File: src/rtl/imem_loader.sv
// imem_loader: boot-time instruction memory programmer.
// Collects a byte stream (valid/ready), packs bytes little-endian into
// 32-bit words and issues one single-cycle write per word. The core is held
// for the whole session, and a session ends after TIMEOUT idle cycles.
module imem_loader #(
    parameter int DEPTH   = 1024,
    parameter int AW      = 10,
    parameter int TIMEOUT = 1000000
) (
    input  logic          clk,
    input  logic          reset,
    input  logic          load_start,
    input  logic          byte_valid,
    input  logic [7:0]    byte_data,
    output logic          byte_ready,
    output logic          mem_we,
    output logic [AW-1:0] mem_addr,
    output logic [31:0]   mem_wdata,
    output logic          cpu_hold,
    output logic          load_done,
    output logic [AW:0]   word_count,
    output logic          mem_full,
    output logic          overflow_err
);

    // Timer must be able to hold TIMEOUT-1; the expiry test fires on the
    // TIMEOUT-th consecutive idle cycle.
    localparam int          TW         = $clog2(TIMEOUT + 1);
    localparam logic [TW-1:0] TIMER_LAST = TW'(TIMEOUT - 1);
    localparam logic [TW-1:0] TIMER_ONE  = TW'(1);
    localparam logic [AW:0]   LAST_WORD  = (AW + 1)'(DEPTH - 1);
    localparam logic [AW:0]   WC_ONE     = (AW + 1)'(1);

    typedef enum logic [2:0] {
        S_IDLE,
        S_LOAD,
        S_WRITE,
        S_DRAIN,
        S_DONE
    } state_t;

    state_t          state_q, state_d;
    logic [1:0]      byte_idx_q, byte_idx_d;
    logic [31:0]     asm_q, asm_d;
    logic [TW-1:0]   timer_q, timer_d;
    logic [AW:0]     word_count_q, word_count_d;
    logic            mem_full_q, mem_full_d;
    logic            overflow_q, overflow_d;
    logic            flush_q, flush_d;

    logic            ready_int;
    logic            accept;
    logic            timer_expire;
    logic [3:0]      lane_we;
    logic [31:0]     asm_load;

    // Handshake: bytes are taken only while collecting or draining.
    assign ready_int    = (state_q == S_LOAD) || (state_q == S_DRAIN);
    assign accept       = byte_valid && ready_int;
    assign timer_expire = !accept && (timer_q == TIMER_LAST);

    // Per-lane byte steering: byte k of a word lands in bits [8k+7:8k].
    // Unwritten upper lanes stay zero, which gives the zero-padding for a
    // flushed partial word for free.
    for (genvar gi = 0; gi < 4; gi++) begin : g_lane
        assign lane_we[gi] = accept && (state_q == S_LOAD) && (byte_idx_q == 2'(gi));
        assign asm_load[8*gi +: 8] = lane_we[gi] ? byte_data : asm_q[8*gi +: 8];
    end

    // Outputs decoded from the current state; address/data are zeroed
    // whenever no write is being issued.
    assign byte_ready   = ready_int;
    assign cpu_hold     = (state_q == S_LOAD) || (state_q == S_WRITE) || (state_q == S_DRAIN);
    assign mem_we       = (state_q == S_WRITE);
    assign mem_addr     = mem_we ? word_count_q[AW-1:0] : '0;
    assign mem_wdata    = mem_we ? asm_q : '0;
    assign load_done    = (state_q == S_DONE);
    assign word_count   = word_count_q;
    assign mem_full     = mem_full_q;
    assign overflow_err = overflow_q;

    // Next-state and datapath update for the session FSM.
    always_comb begin
        state_d      = state_q;
        byte_idx_d   = byte_idx_q;
        asm_d        = asm_q;
        timer_d      = timer_q;
        word_count_d = word_count_q;
        mem_full_d   = mem_full_q;
        overflow_d   = overflow_q;
        flush_d      = flush_q;

        case (state_q)
            S_IDLE: begin
                if (load_start) begin
                    state_d      = S_LOAD;
                    word_count_d = '0;
                    byte_idx_d   = '0;
                    asm_d        = '0;
                    timer_d      = '0;
                    mem_full_d   = 1'b0;
                    overflow_d   = 1'b0;
                    flush_d      = 1'b0;
                end
            end

            S_LOAD: begin
                if (accept) begin
                    asm_d      = asm_load;
                    byte_idx_d = byte_idx_q + 2'd1;
                    timer_d    = '0;
                    if (byte_idx_q == 2'd3) begin
                        state_d = S_WRITE;
                    end
                end else if (timer_expire) begin
                    if (byte_idx_q == 2'd0) begin
                        state_d = S_DONE;
                    end else begin
                        // Partial word: write it out once, then finish.
                        flush_d = 1'b1;
                        state_d = S_WRITE;
                    end
                end else begin
                    timer_d = timer_q + TIMER_ONE;
                end
            end

            S_WRITE: begin
                word_count_d = word_count_q + WC_ONE;
                byte_idx_d   = '0;
                asm_d        = '0;
                timer_d      = '0;
                flush_d      = 1'b0;
                if (word_count_q == LAST_WORD) begin
                    mem_full_d = 1'b1;
                    state_d    = S_DRAIN;
                end else if (flush_q) begin
                    state_d = S_DONE;
                end else begin
                    state_d = S_LOAD;
                end
            end

            S_DRAIN: begin
                // Memory is full: keep consuming bytes so the sender is not
                // stalled, but remember that data was lost.
                if (accept) begin
                    overflow_d = 1'b1;
                    timer_d    = '0;
                end else if (timer_expire) begin
                    state_d = S_DONE;
                end else begin
                    timer_d = timer_q + TIMER_ONE;
                end
            end

            S_DONE: begin
                state_d = S_IDLE;
            end

            default: begin
                state_d = S_IDLE;
            end
        endcase
    end

    // State register with synchronous reset that aborts any session.
    always_ff @(posedge clk) begin
        if (reset) begin
            state_q      <= S_IDLE;
            byte_idx_q   <= '0;
            asm_q        <= '0;
            timer_q      <= '0;
            word_count_q <= '0;
            mem_full_q   <= 1'b0;
            overflow_q   <= 1'b0;
            flush_q      <= 1'b0;
        end else begin
            state_q      <= state_d;
            byte_idx_q   <= byte_idx_d;
            asm_q        <= asm_d;
            timer_q      <= timer_d;
            word_count_q <= word_count_d;
            mem_full_q   <= mem_full_d;
            overflow_q   <= overflow_d;
            flush_q      <= flush_d;
        end
    end

endmodule

File: config.mk
export PLATFORM = sky130hd
export DESIGN_NAME = imem_loader
export DESIGN_NICKNAME = d
export VERILOG_FILES = /design/src/rtl/imem_loader.sv
export SDC_FILE = /design/constraint.sdc
export NUM_CORES = 1
export LEC_CHECK = 0
export CAP_MARGIN = 20
export CORE_MARGIN = 1
export CORE_UTILIZATION = 45
export CTS_CLUSTER_DIAMETER = 50
export CTS_CLUSTER_SIZE = 14
export DETAILED_ROUTE_END_ITERATION = 10
export GPL_ROUTABILITY_DRIVEN = 0
export GPL_TIMING_DRIVEN = 0
export PLACE_DENSITY = 0.74
export SLEW_MARGIN = 0
export SYNTH_ARGS = -nofsm -noshare
export SYNTH_HDL_FRONTEND = slang
export SYNTH_SLANG_ARGS = --single-unit
File: constraint.sdc
create_clock -name clk -period 1.6 [get_ports clk]
set_clock_uncertainty 0.1 [all_clocks]
set_input_delay 0.4 -clock clk [delete_from_list [all_inputs] [get_ports clk]]
set_output_delay 0.4 -clock clk [all_outputs]
set_load 0.01 [all_outputs]
# [Word-level counts from Yosys, hierarchy flattened]
# Index checks and enable logic that the tools add are counted.
[totals] register_bits=71 elab_cells=105 input_bits=12
[classes] eq_ne=25 muxes=37 n_reduce_logical=29 add_sub_neg=3
[op_table] cell="2-to-1 mux 32 bit" count=3
[op_table] cell="one-hot mux 32 bit (3 select lines)" count=1
[op_table] cell="2-to-1 mux 20 bit" count=3
[op_table] cell="one-hot mux 20 bit (3 select lines)" count=1
[op_table] cell="2-to-1 mux 8 bit" count=4
[op_table] cell="2-to-1 mux 3 bit" count=9
[op_table] cell="!= test 2 bit (second input constant)" count=12
[op_table] cell="one-hot mux 11 bit (2 select lines)" count=1
[op_table] cell="adder 20 x 1 -> 20 bit (second input constant)" count=1
[op_table] cell="equality test 20 bit (second input constant)" count=1
[op_table] cell="AND reduction 4 bit" count=4
[op_table] cell="one-hot mux 3 bit (4 select lines)" count=1
[op_table] cell="AND reduction 3 bit" count=4
[op_table] cell="adder 11 x 1 -> 11 bit (second input constant)" count=1
[op_table] cell="equality test 11 x 10 -> 1 bit (second input constant)" count=1
[op_table] cell="2-to-1 mux 11 bit" count=1
[op_table] cell="2-to-1 mux 10 bit" count=1
[op_table] cell="AND reduction 5 bit" count=2
[op_table] cell="logical AND 1 bit" count=7
[op_table] cell="equality test 3 x 2 -> 1 bit (second input constant)" count=2
[op_table] cell="2-to-1 mux 1 bit" count=6
[op_table] cell="!= test 3 bit (second input constant)" count=2
[op_table] cell="one-hot mux 2 bit (3 select lines)" count=1
[op_table] cell="nonzero test 3 bit" count=2
[op_table] cell="other kinds (17)" count=23

# [Longest topological paths before layout]
[depth] ltp_word=8 ltp_mapped=7 depth_no_buf=6

# [Worst setup path after synthesis]
# Ideal clock, no wire load.
[synth_path] path_type="reg2reg" from="register word_count_q[0] (netlist: word_count[0])" to="register state_q[1]" required_time_ns=1.408 setup_time_ns=0.092 arrival_ns=1.577 path_stages_with_launch=7 path_slack_ns=-0.169 synth_period_minus_slack_ns=1.769 path_cell_list="dfxtp_1 > ha_1 > nand3_1 > nor4_2 > a2bb2oi_1 > or3_1 > o32ai_1"
[synth_via] elab_chain_len=3
[synth_lines] item="start, declared" line="46" source="logic [AW:0] word_count_q, word_count_d;"
[synth_lines] item="start signal, assigned" line="183" source="word_count_q <= word_count_d;"
[synth_lines] item="equality test 11 x 10 -> 1 bit" line="134" source="if (word_count_q == LAST_WORD) begin"
[synth_lines] item="2-to-1 mux 3 bit" line="134"
[synth_lines] item="one-hot mux 3 bit (4 select lines)" line="93" source="case (state_q)"
[synth_lines] item="end signal, assigned" line="179" source="state_q <= state_d;"
[synth_lines] item="end, declared" line="42" source="state_t state_q, state_d;"
# No other way between the ends.
# A chain may end at the register's enable or synchronous reset.

# [Final worst setup path]
[layout_path] from="register state_q[0]" to="output mem_wdata[26]"
[layout_via] elab_chain_len=2
[layout_lines] item="equality test 3 x 2 -> 1 bit" line="74" source="assign mem_we = (state_q == S_WRITE);"
[layout_lines] item="2-to-1 mux 32 bit" line="76" source="assign mem_wdata = mem_we ? asm_q : '0;"
[layout_lines] item="end, declared" line="18" source="output logic [31:0] mem_wdata,"
# No other way between the ends.

==> flow_summary.html <==
<table>
<tr><th>Metric</th><th>Value</th></tr>
<tr><th colspan="2">Run status</th></tr>
<tr><td>Status</td><td>finished, violations left</td></tr>
<tr><td>Failing checks</td><td>setup timing</td></tr>
<tr><th colspan="2">CTS</th></tr>
<tr><td>Count of H-tree levels built during CTS</td><td>3</td></tr>
<tr><td>Number of clock buffers inserted by TritonCTS</td><td>9</td></tr>
<tr><td>Quantity of hold-fixing buffers added after cts</td><td>0</td></tr>
<tr><td>CTS max path bufs</td><td>2</td></tr>
<tr><td>Total clock sinks</td><td>71</td></tr>
<tr><td>Clk pin slew, worst setup/hold paths</td><td>0.08 ns</td></tr>
<tr><td>Latest clock arrival within the worst-skew pair</td><td>0.36 ns</td></tr>
<tr><td>TritonCTS clock tree</td><td>built</td></tr>
<tr><td>Library cell used as clock root buffer</td><td>sky130_fd_sc_hd__clkbuf_8</td></tr>
<tr><th colspan="2">Setup path</th></tr>
<tr><td>Crit. End Element</td><td>output port</td></tr>
<tr><td>End of the worst register-to-register path</td><td>timer_q[15]</td></tr>
<tr><td>Startpoint class of the critical path</td><td>flip-flop</td></tr>
<tr><td>Arrival time of the worst setup path</td><td>1.56 ns</td></tr>
<tr><td>Register-to-register setup slack</td><td>-0.42 ns</td></tr>
<tr><td>Type of the worst setup path</td><td>reg -&gt; out</td></tr>
<tr><td>Data required time of the worst path</td><td>1.10 ns</td></tr>
<tr><td>Number of cells on the worst reg-to-reg path</td><td>8</td></tr>
<tr><td>Critical R2R Launch</td><td>state_q[2]</td></tr>
<tr><td>Crit path max fanout</td><td>8</td></tr>
<tr><th colspan="2">Power and ir drop</th></tr>
<tr><td>Cell leakage power</td><td>2.477 nW</td></tr>
<tr><td>IR Drop Worst-Case VDD</td><td>0.0005354 V</td></tr>
<tr><td>Pwr/cell area</td><td>778.8 mW/mm2</td></tr>
<tr><th colspan="2">STA</th></tr>
<tr><td>Hold Violations, Final</td><td>0</td></tr>
<tr><td>Setup repair after global routing missed its margin</td><td>true</td></tr>
<tr><td>Min Tclk post-route</td><td>2.063 ns</td></tr>
<tr><td>Final hold slack</td><td>0.4067 ns</td></tr>
<tr><td>Relative slew margins</td><td>0.5280</td></tr>
<tr><td>Max Freq</td><td>484.7 MHz</td></tr>
<tr><td>Ratio of final minimum period to clock period</td><td>1.289</td></tr>
<tr><td>Actual transition at the worst max-transition pin</td><td>0.7049 ns</td></tr>
<tr><td>Final-report setup violation count</td><td>113</td></tr>
<tr><td>Final worst setup slack</td><td>-0.4631 ns</td></tr>
<tr><td>Max Slew Vio Count</td><td>0</td></tr>
<tr><th colspan="2">Synthesis</th></tr>
<tr><td>Yosys top cell area share</td><td>0.3885</td></tr>
<tr><td>Fraction of the mapped netlist area in adder cells</td><td>0.02052</td></tr>
<tr><td>Sequential-to-total area share from yosys stat</td><td>0.3885</td></tr>
<tr><td>Top post-synthesis cells by count</td><td>sky130_fd_sc_hd__dfxtp_1 (71), sky130_fd_sc_hd__nor2_1 (69), sky130_fd_sc_hd__and3_1 (56)</td></tr>
<tr><td>Mux cell area share after synthesis</td><td>0.09063</td></tr>
<tr><td>Most frequent cell after synthesis</td><td>sky130_fd_sc_hd__dfxtp_1</td></tr>
<tr><td>Post-synthesis share of cell area spent on and, or, nand and nor gates</td><td>0.3122</td></tr>
<tr><td>Top post-synthesis cells by area</td><td>sky130_fd_sc_hd__dfxtp_1 (39%), sky130_fd_sc_hd__and3_1 (9.6%), sky130_fd_sc_hd__mux2i_1 (8.8%), sky130_fd_sc_hd__nor2_1 (7.1%), sky130_fd_sc_hd__a21oi_1 (2.1%)</td></tr>
<tr><td>Top cell type by total area after synthesis</td><td>sky130_fd_sc_hd__dfxtp_1</td></tr>
<tr><td>Async set or reset register ratio after synthesis</td><td>0</td></tr>
<tr><td>Number of storage elements in the synthesis netlist</td><td>71</td></tr>
<tr><td>Syn Inst Count</td><td>425</td></tr>
<tr><td>Yosys warnings</td><td>0</td></tr>
<tr><td>Number of enable flip-flop cells after synthesis</td><td>0</td></tr>
<tr><td>Post-synthesis xor/xnor area fraction</td><td>0.02394</td></tr>
<tr><td>Compound-gate portion of the synthesized area</td><td>0.1228</td></tr>
<tr><td>Count of cell types in the netlist</td><td>57</td></tr>
<tr><td>Netlist area before placement</td><td>0.003659 mm2</td></tr>
<tr><td>Synthesized area divided by synthesized cell count</td><td>8.608 um2</td></tr>
<tr><td>Primary FF master, synth</td><td>sky130_fd_sc_hd__dfxtp_1</td></tr>
<tr><td>Post-synthesis net count</td><td>443</td></tr>
<tr><td>Largest family of logic cells by synthesized area</td><td>simple AND/OR/NAND/NOR gates</td></tr>
<tr><th colspan="2">Global route</th></tr>
<tr><td>Number of global-route vias before repair</td><td>3850</td></tr>
<tr><td>Wire length of the first global-routing pass</td><td>20180 um</td></tr>
<tr><td>Maximum number of pins on one net before global-route repair</td><td>14</td></tr>
<tr><td>Total gr overflow</td><td>0</td></tr>
<tr><td>GRT Resource Usage Total</td><td>0.3071</td></tr>
<tr><td>Antenna violations before repair</td><td>0</td></tr>
<tr><th colspan="2">Die</th></tr>
<tr><td>Ports placed on the boundary</td><td>71</td></tr>
<tr><td>Initial core utilization</td><td>0.4686</td></tr>
<tr><td>Floorplan die height</td><td>92.17 um</td></tr>
<tr><td>Num rows</td><td>32</td></tr>
<tr><td>Area of the die</td><td>0.008494 mm2</td></tr>
<tr><td>X dimension of the die</td><td>92.17 um</td></tr>
<tr><td>Core outline area</td><td>0.007807 mm2</td></tr>
<tr><th colspan="2">Detailed routing</th></tr>
<tr><td>Overall via count from detail_route</td><td>4065</td></tr>
<tr><td>Count of antenna-violating nets left after detailed routing</td><td>0</td></tr>
<tr><td>Number of vias per cell after detailed routing</td><td>6.058</td></tr>
<tr><td>Detailed-routing iteration count for the pre-antenna-repair pass</td><td>5</td></tr>
<tr><td>Final Routed Wirelength</td><td>14340 um</td></tr>
<tr><td>Post-DR wirelength/cell</td><td>21.37 um</td></tr>
<tr><td>Number of DRC violations after detailed routing</td><td>0</td></tr>
<tr><td>DRT iter0 DRCs</td><td>320</td></tr>
<tr><th colspan="2">Final layout</th></tr>
<tr><td>Footprint of the flip-flops and latches</td><td>0.001474 mm2</td></tr>
<tr><td>Final non-filler cell area</td><td>0.006045 mm2</td></tr>
<tr><td>Layout-stage area growth over the synthesis result</td><td>65.22%</td></tr>
<tr><td>Share of cells above drive strength 1</td><td>0.4763</td></tr>
<tr><td>Final core occ</td><td>0.7742</td></tr>
<tr><td>Fin nets</td><td>582</td></tr>
<tr><td>Area occupied by multi-input gates</td><td>0.002641 mm2</td></tr>
<tr><td>Layout fillers</td><td>439</td></tr>
<tr><td>Number of antenna cells inserted</td><td>0</td></tr>
<tr><th colspan="2">Hold path</th></tr>
<tr><td>Worst hold endpoint</td><td>asm_q[4]</td></tr>
<tr><td>Worst Hold Depth</td><td>2</td></tr>
<tr><td>Start point of the worst hold path</td><td>asm_q[4]</td></tr>
<tr><td>Tightest Hold Check Type</td><td>reg -&gt; reg</td></tr>
<tr><th colspan="2">Placement</th></tr>
<tr><td>Area after detailed placement</td><td>0.004546 mm2</td></tr>
<tr><td>Final HPWL from detailed placement</td><td>6973 um</td></tr>
<tr><td>Buffers on Ports</td><td>70</td></tr>
<tr><th colspan="2">Run</th></tr>
<tr><td>Max cap viols</td><td>0</td></tr>
</table>
-- power by group --
part | total [W] | switching (W) | leakage, nW | internal (W)
combinational | 0.00100 | 0.000526 | 1.77 | 0.000476
clock | 0.00187 | 0.000780 | 0.124 | 0.00109
sequential | 0.00184 | 0.0000366 | 0.588 | 0.00180
-- registers in the layout, indices dropped and copies added, names as in the netlist --
| name | flops |
|---|---|
| mem_full | 1 |
| word_count | 11 |
| byte_idx_q | 2 |
| flush_q | 1 |
| timer_q | 20 |
| asm_q | 32 |
| state_q | 3 |
| overflow_err | 1 |
-- cell type report --
cell class / count / share of cell area
plain buffers: 25 / 0.04823
inverters: 7 / 0.005796
flip-flops and latches: 71 / 0.2438
clock inverters: 6 / 0.01904
multi-input cells: 322 / 0.4370
repair buffers: 128 / 0.2022
well taps: 102 / 0.02111
clock buffers: 10 / 0.02277
-- layer usage --
| metal | part of all wire | vias to the layer above | track usage |
|---|---|---|---|
| met1 | 0.39 | 1963 | 0.3644 |
| met5 | 0 | - | 0 |
| li1 | - | 1802 | - |
| met4 | 0.044 | 0 | 0.1419 |
| met2 | 0.49 | 231 | 0.5199 |
| met3 | 0.070 | 69 | 0.07546 |
-- cell families (layout without fill, tap and decap cells) --
group / count (synthesis) / count (layout)
and+or+nand+nor: 209 / 210
DFF: 71 / 71
AOI/OAI and AO/OA: 63 / 63
muxes: 33 / 33
buffers and inverters: 33 / 176
xor gates and xnor gates: 10 / 10
adders and majority gates: 6 / 6
-- critical path: stages, from the launching register on --
cell                       delay [ns]
sky130_fd_sc_hd__dfxtp_4         0.37
sky130_fd_sc_hd__buf_8           0.13
sky130_fd_sc_hd__nor2_4          0.09
sky130_fd_sc_hd__buf_12          0.14
sky130_fd_sc_hd__clkbuf_8        0.15
sky130_fd_sc_hd__and3_1          0.18
sky130_fd_sc_hd__buf_2           0.13
-- worst max path at each step --
| stage | slack, ns | endpoint | from | cells after the start |
|---|---|---|---|---|
| 6_report | -0.46 | mem_wdata[26] | state_q[0] | 6 |
| 5_1_grt | -0.50 | timer_q[15] | state_q[2] | 8 |
| 4_1_cts | -0.44 | mem_wdata[12] | state_q[0] | 6 |
| 3_5_place_dp | -0.84 | timer_q[11] | byte_valid | 5 |
| 3_3_place_gp | -0.78 | timer_q[4] | byte_valid | 5 |
| 2_1_floorplan | -0.06 | state_q[2] | timer_q[1] | 7 |
-- timing repair --
action | CTS | global route
endpoints found under the setup margin | 130 | 119
buffers inserted | 32 | 21
resized for setup | 378 | 52
pin swaps | 51 | 25
cloned | 6 | 0
-- placed cells by master (no fill, tap or decap), types with 4 or more instances in the layout --
cell type and n:
sky130_fd_sc_hd__and3_1 25, sky130_fd_sc_hd__nor3_4 4, sky130_fd_sc_hd__o21ai_0 7, sky130_fd_sc_hd__clkbuf_8 18
sky130_fd_sc_hd__nor3b_2 4, sky130_fd_sc_hd__mux2i_1 27, sky130_fd_sc_hd__a311oi_1 4, sky130_fd_sc_hd__nor2_4 4
sky130_fd_sc_hd__clkbuf_2 5, sky130_fd_sc_hd__buf_8 7, sky130_fd_sc_hd__a31oi_1 4, sky130_fd_sc_hd__buf_12 5
sky130_fd_sc_hd__clkdlybuf4s50_1 9, sky130_fd_sc_hd__nand2_2 4, sky130_fd_sc_hd__and3_4 31, sky130_fd_sc_hd__dfxtp_2 12
sky130_fd_sc_hd__dfxtp_1 49, sky130_fd_sc_hd__mux2i_2 4, sky130_fd_sc_hd__a21oi_1 11, sky130_fd_sc_hd__nor2_2 5
sky130_fd_sc_hd__a21oi_4 4, sky130_fd_sc_hd__buf_2 14, sky130_fd_sc_hd__buf_4 40, sky130_fd_sc_hd__nand3_1 9
sky130_fd_sc_hd__o21ai_1 6, sky130_fd_sc_hd__dfxtp_4 10, sky130_fd_sc_hd__inv_1 5, sky130_fd_sc_hd__nand2_1 19
sky130_fd_sc_hd__a21oi_2 4, sky130_fd_sc_hd__nand4_1 6, sky130_fd_sc_hd__ha_1 4, sky130_fd_sc_hd__nor3_2 5
sky130_fd_sc_hd__buf_6 43, sky130_fd_sc_hd__dlygate4sd2_1 13, sky130_fd_sc_hd__xor2_1 8, sky130_fd_sc_hd__nor2_1 62
-- through the flow --
stage | setup WS (ns) | setup TNS, ns | cells | power [W]
4_1_cts | -0.4352 | -26.10 | 651 | 0.004545
3_5_place_dp | -0.8384 | -79.28 | 597 | 0.002457
5_1_grt | -0.5012 | -39.71 | 671 | 0.004814
6_report | -0.4631 | -34.36 | 671 | 0.004708
2_1_floorplan | -0.05628 | -0.1513 | 425 | 0.002277
3_3_place_gp | -0.7766 | -76.70 | 597 | 0.002445
Power figures use the tool's default switching activity.
